**src/rtl/count_pwm_stage.sv**
```systemverilog
// PWM stage fed by a free-running up counter: duty compare, wrap detection, period counting
// and sequence checking with resynchronisation at the next wrap.
module count_pwm_stage #(
  parameter int unsigned CW  = 4,
  parameter int unsigned PCW = 8
) (
  input  logic           clk,
  input  logic           reset,
  input  logic           enable,
  input  logic [CW-1:0]  count,
  input  logic [CW-1:0]  duty,
  input  logic           duty_valid,
  output logic           duty_ready,
  input  logic           err_clr,
  output logic           pwm_out,
  output logic           wrap_pulse,
  output logic [PCW-1:0] period_cnt,
  output logic           seq_err,
  output logic [1:0]     state
);

  typedef enum logic [1:0] {
    StIdle  = 2'd0,
    StArmed = 2'd1,
    StRun   = 2'd2
  } state_e;

  localparam logic [CW-1:0]  CntMax  = {CW{1'b1}};
  localparam logic [PCW-1:0] PcntMax = {PCW{1'b1}};

  state_e         state_q;
  logic [CW-1:0]  prev_count;
  logic           prev_valid;
  logic [CW-1:0]  pending;
  logic           pending_full;
  logic [CW-1:0]  duty_active;
  logic           pwm_q;
  logic           wrap_q;
  logic [PCW-1:0] pcnt_q;
  logic           err_q;

  logic          wrap;
  logic          brk;
  logic          accept;
  logic          load;
  logic [CW-1:0] count_inc;
  logic [CW-1:0] active_next;

  always_comb begin
    count_inc   = prev_count + CW'(1);
    wrap        = enable && prev_valid && (prev_count == CntMax) && (count == '0);
    brk         = enable && prev_valid && (count != count_inc);
    accept      = duty_valid && !pending_full;
    // Only a value already pending at the wrap is applied; a same-edge accept waits a period.
    load        = wrap && pending_full;
    active_next = load ? pending : duty_active;
  end

  always_ff @(posedge clk or negedge reset) begin
    if (!reset) begin
      state_q      <= StIdle;
      prev_count   <= '0;
      prev_valid   <= 1'b0;
      pending      <= '0;
      pending_full <= 1'b0;
      duty_active  <= '0;
      pwm_q        <= 1'b0;
      wrap_q       <= 1'b0;
      pcnt_q       <= '0;
      err_q        <= 1'b0;
    end else begin
      if (accept) begin
        pending      <= duty;
        pending_full <= 1'b1;
      end else if (load) begin
        pending_full <= 1'b0;
      end
      if (load) begin
        duty_active <= pending;
      end

      if (brk) begin
        err_q <= 1'b1;
      end else if (err_clr) begin
        err_q <= 1'b0;
      end

      if (!enable) begin
        state_q    <= StIdle;
        prev_valid <= 1'b0;
        pcnt_q     <= '0;
        pwm_q      <= 1'b0;
        wrap_q     <= 1'b0;
      end else begin
        prev_count <= count;
        prev_valid <= 1'b1;
        wrap_q     <= wrap;
        case (state_q)
          StIdle: begin
            state_q <= StArmed;
            pwm_q   <= 1'b0;
          end
          StArmed: begin
            if (wrap) begin
              state_q <= StRun;
              pwm_q   <= (count < active_next);
            end else begin
              pwm_q <= 1'b0;
            end
          end
          StRun: begin
            if (brk) begin
              state_q <= StArmed;
              pwm_q   <= 1'b0;
            end else begin
              pwm_q <= (count < active_next);
              if (wrap && (pcnt_q != PcntMax)) begin
                pcnt_q <= pcnt_q + PCW'(1);
              end
            end
          end
          default: begin
            state_q <= StIdle;
            pwm_q   <= 1'b0;
          end
        endcase
      end
    end
  end

  assign duty_ready = !pending_full;
  assign pwm_out    = pwm_q;
  assign wrap_pulse = wrap_q;
  assign period_cnt = pcnt_q;
  assign seq_err    = err_q;
  assign state      = state_q;

endmodule

```
**config.mk**
```make
export PLATFORM = sky130hd
export DESIGN_NAME = count_pwm_stage
export DESIGN_NICKNAME = d
export VERILOG_FILES = /design/src/rtl/count_pwm_stage.sv
export SDC_FILE = /design/constraint.sdc
export NUM_CORES = 1
export LEC_CHECK = 0
export BUFFER_PORTS_ARGS = -buffer_cell sky130_fd_sc_hd__buf_2
export CAP_MARGIN = 0
export CORE_ASPECT_RATIO = 1.25
export CORE_UTILIZATION = 35
export CTS_BUF_LIST = sky130_fd_sc_hd__clkbuf_2 sky130_fd_sc_hd__clkbuf_4 sky130_fd_sc_hd__clkbuf_8
export CTS_CLUSTER_SIZE = 10
export DETAILED_ROUTE_END_ITERATION = 10
export GPL_TIMING_DRIVEN = 0
export PLACE_DENSITY = 0.57
export REMOVE_ABC_BUFFERS = 1
export SLEW_MARGIN = 15
export SYNTH_ARGS = -nofsm -noshare
export SYNTH_HDL_FRONTEND = slang
export SYNTH_SLANG_ARGS = --single-unit
```
**constraint.sdc**
```tcl
create_clock -name clk -period 3.4 [get_ports clk]
set_clock_uncertainty 0.15 [all_clocks]
set_input_delay 0.17 -clock clk [delete_from_list [all_inputs] [get_ports clk]]
set_output_delay 0.17 -clock clk [all_outputs]
set_load 0.03 [all_outputs]
```
# Word-level counts from Yosys, hierarchy flattened
# Cells that the tools add are included.
# Widths: inputs -> output; s select.
# word_totals
register_bits	27
input_bits	13
out_inout_bits	14
wordCells	56
# classes
add_sub_neg	2
n_lt_le_gt_ge	1
n_eq_ne	10
mux	19
reduce_logical	14
# ops
cell	count
$mux 8	4
$mux 1	9
$add 8x1->8 const B	1
$ne 8x8->1 const B	1
$logic_and 1x1->1	7
$mux 2	3
$ne 3x3->1 const B	2
$pmux 2 s3	1
$add 4x1->4 const B	1
$eq 4x4->1 const B	1
$logic_not 4->1	1
$lt 4x4->1	1
$mux 4	1
$ne 2x1->1 const B	2
$ne 4x4->1	1
$reduce_bool 2->1	2
$reduce_and 3->1	1
$eq 2x1->1 const B	1
$eq 2x2->1 const B	1
$logic_not 2->1	1
$ne 2x2->1 const B	1
$pmux 1 s2	1
$reduce_and 2->1	1
$logic_not 1->1	1

# Logic depth before layout (Yosys ltp)
# logic_depth
depth_word	9
mapped_depth	11
depth_no_buf	11

# Worst setup path before layout
# No wires, ideal clock.
# synth_timing
path_type	register to register
from	register prev_count[0]
to	register pwm_q (netlist: pwm_out)
setup_time_ps	82
t_arrival_ps	2674
t_required_ps	3168
path_slack_ps	494
path_stages_with_launch	12
n_path_buf	0
synth_period_minus_slack_ps	2906
path_cell_list	dfrtp_1 > ha_1 > or4b_4 > nor3_4 > nand2_1 > mux2i_1 > ha_1 > a211oi_1 > nand2_1 > nor3_1 > nand4_1 > a31oi_1
# synth_via
elab_chain_cells	9
elab_cells_between_ends	13
classes_between	1 x add/sub; 1 x order compare; 2 x eq/ne; 5 x mux; 4 x reduce/logical
# synth_rtl
element	line	source
start, declared	32	logic [CW-1:0] prev_count;
start signal, assigned	95	prev_count <= count;
$eq 4x4->1	51	wrap = enable && prev_valid && (prev_count == CntMax) && (count == '0);
$logic_and 1x1->1 (2 in a row)	51	
$logic_and 1x1->1	55	load = wrap && pending_full;
$mux 4	n/a	
$lt 4x4->1	106, 116	
$mux 1 (on tied branches)	112, 104	
$pmux 1 s2 (*)	98	case (state_q)
$mux 1 (*)	88	if (!enable) begin
end signal, assigned	106	pwm_q <= (count < active_next);
end signal, assigned	116	pwm_q <= (count < active_next);
end, declared	37	logic pwm_q;
# Mark *: on every way between the ends. The rest lies on a longest branch, timed or not.
# A chain may end at the register's enable or synchronous reset.

# Final worst setup path
# Same ends and word-level chain as after synthesis.

==> metrics.md <==
| Metric | Value |
|---|---|
| Status | finished, final reports clean |
| Reg2reg end | pwm_out |
| Max-cap violations | 0 |
| First-pass GRT wire length | 5.09 mm |
| Clock Latency Late Sink | 270 ps |
| Critical Path Start | prev_count[0] |
| Syn Area/Cell | 11.1 um2 |
| Async SR Flop Fraction | 1.00 |
| YS warnings | 0 |
| CP max FO | 6 |
| Reg2reg start | prev_count[0] |
| Power per cell area | 420 mW/mm2 |
| Port bufs | 26 |
| Gr usage total | 0.152 |
| Crit-path most repeated cell | ha_1 |
| Full die area | 0.00437 mm2 |
| IO Pins | 27 |
| WP data arrival | 3210 ps |
| DRC viols | 0 |
| Crit path max-delay cell type | or4b_4 |
| Clock slew at reported path FFs | 90 ps |
| VDD IR max | 214 uV |
| Final setup violating endpoints | 0 |
| Chip Width | 59.4 um |
| Finished Core Util | 0.453 |
| Clock sink count | 27 |
| Routed vias/inst | 5.19 |
| Routed len/inst | 13.8 um |
| Kind of critical path | reg -> reg |
| Filler Cells Inserted | 387 |
| Crit path time final | 3170 ps |
| Total Power | 0.731 mW |
| Worst Setup EP | pwm_out |
| Hold WC Path Type | in -> reg |
| Initial antenna violation count | 0 |
| Fin. max-slew vios | 0 |
| Post-synth EDFFs | 0 |
| Most common cell after layout, fill and taps aside | dfrtp_1 |
| Largest net degree at the start of global routing | 28 |
| Post-synth top area share | 0.470 |
| Primary FF master, synth | dfrtp_1 |
| Non-Filler Instances | 219 |
| Syn Inst Count | 130 |
| Post-synth cell types | 38 |
| Starting Density | 0.374 |
| Chip height | 73.7 um |
| WP data required | 3440 ps |
| Top post-synthesis cells by area | dfrtp_1 47%, mux2_2 7.0%, ha_1 7.0%, nand3_1 3.8%, or4_1 3.1% |
| DRT antenna net count | 0 |
| Num CTS Buffers | 3 |
| Fin. Hold Viols | 0 |
| Total grt overflow | 0 |
| DRT iter0 DRCs | 67 |
| Worst Reg-to-Reg Cells | 11 |
| # diodes | 0 |
| Clock root cell | clkbuf_8 |
| Fmax | 316 MHz |
| Routed WL | 3.02 mm |
| Register bit total from synthesis | 27 |
| Core area | 0.00385 mm2 |
| Vias in the first global route | 1,163 |
| Placed insts | 207 |
| Most frequent cells in the layout | 27 x dfrtp_1, 26 x buf_2, 11 x nand3_1 |
| Rel. slew slack | 0.251 |
| P_leak | 0.839 nW |
| DR pass1 iterations | 4 |
| Reg2reg setup slack | 230 ps |
| Setup crit end kind | flop |
| CP max stage delay | 490 ps |
| Cells along the critical path | ha_1, or4b_4, nor3_4, nand2_2, mux2i_1, ha_1, a211oi_1, nand2_1, nor3_1, nand4_1, a31oi_1 |
| Leading area contributor after synthesis | dfrtp_1 |
| Net count, final | 187 |
| H-tree Lvls | 1 |
| Total Neg Setup Slack | 0 ps |
| TritonCTS clock tree | built |
| Tightest Pin Transition | 1120 ps |
| Syn Std Cell Area | 0.00144 mm2 |
| Fraction of layout cells with a size suffix above 1 | 0.279 |
| Row count | 25 |
| Sequential area share after synthesis | 0.470 |
| Fin crit share | 0.931 |
| Via count | 1,137 |
| Area grow syn2layout | 21.0% |
| DP HPWL | 2.08 mm |
| Maximum buffer depth of the clock tree | 2 |
| FF/Latch Area | 676 um2 |
| Routability cong. | 0.694 |
| Area of the multi-input gates | 709 um2 |
| RSZ-0062 raised after global routing | no |
| Critical Path Source Type | flop |
## power by group
part	internal (mW)	leakage [nW]	switching [mW]
clock network	0.0821	0.0255	0.100
registers	0.344	0.351	0.0196
logic	0.0827	0.463	0.103
## synthesized netlist by cell type, types with 2 or more instances
master	number
mux2i_1	4
or4_1	6
inv_1	10
nor3_1	2
a21oi_1	6
mux2_2	9
o31ai_1	5
nand4_1	2
nand2_1	10
dfrtp_1	27
clkbuf_1	2
nand3_1	11
ha_1	8
xnor2_1	4
## cell type report
class | count | share of cell area
clock buffer | 3 | 0.0237
sequential | 27 | 0.388
tap | 54 | 0.0388
multi-input combinational | 90 | 0.407
clock inverter | 1 | 0.00287
timing repair buffer | 34 | 0.118
inverter | 10 | 0.0216
## state kept, by name, summed over array words and instances, names as in the netlist
register and cells:
pending_full 1, prev_valid 1, wrap_pulse 1, pwm_out 1, duty_active 4, prev_count 4, period_cnt 8, pending 4
state 2, seq_err 1
## per-stage QoR
step,hold slack [ps],setup WS [ps],cell area [um2]
floorplan,-276,494,1420
global placement,63.5,136,1620
detailed placement,68.6,64.0,1620
CTS,13.5,22.8,1720
global route,35.6,18.1,1740
finish,17.9,233,1740
## worst max-delay path: cells and delay by family, from the launching register on
kind / cells / cell delay, ps
adders and majority gates: 2 / 480
AOI/OAI and AO/OA: 2 / 450
DFF: 1 / 420
and+or+nand+nor: 6 / 1330
muxes: 1 / 260
## metal layers
layer | vias up | part of all wire | GRT usage
met1 | 558 | 0.45 | 0.182
met5 | - | 0 | 0
met2 | 30 | 0.51 | 0.271
met3 | 4 | 0.033 | 0.0246
li1 | 545 | - | -
met4 | 0 | 0.0096 | 0.0503
## logic make-up (layout without fill, tap and decap cells)
group,count (synthesis),after routing,synth area share
compound gates,22,22,0.106
xor+xnor,6,6,0.0470
flops,27,27,0.470
simple gates,41,41,0.170
fa+ha+maj,8,8,0.0696
mux,13,13,0.0983
buf+inv,13,48,0.0391
## worst min path at each step
stage,startpoint,to,slack (ps),depth (start not counted)
after detailed placement,reset,period_cnt[4],70,1
after floorplan,reset,duty_active[0],-280,0
after global routing,err_clr,seq_err,40,3
after CTS,err_clr,seq_err,10,3
final,err_clr,seq_err,20,3
after global placement,reset,period_cnt[5],60,1
## what timing repair did
action                                 CTS  global route
setup endpoints to repair                0             1
endpoints found under the hold margin   32             0
setup buffers                            0             2
resized for setup                        0             1
hold buffers                             6             0
(Power assumes the default switching activity.)
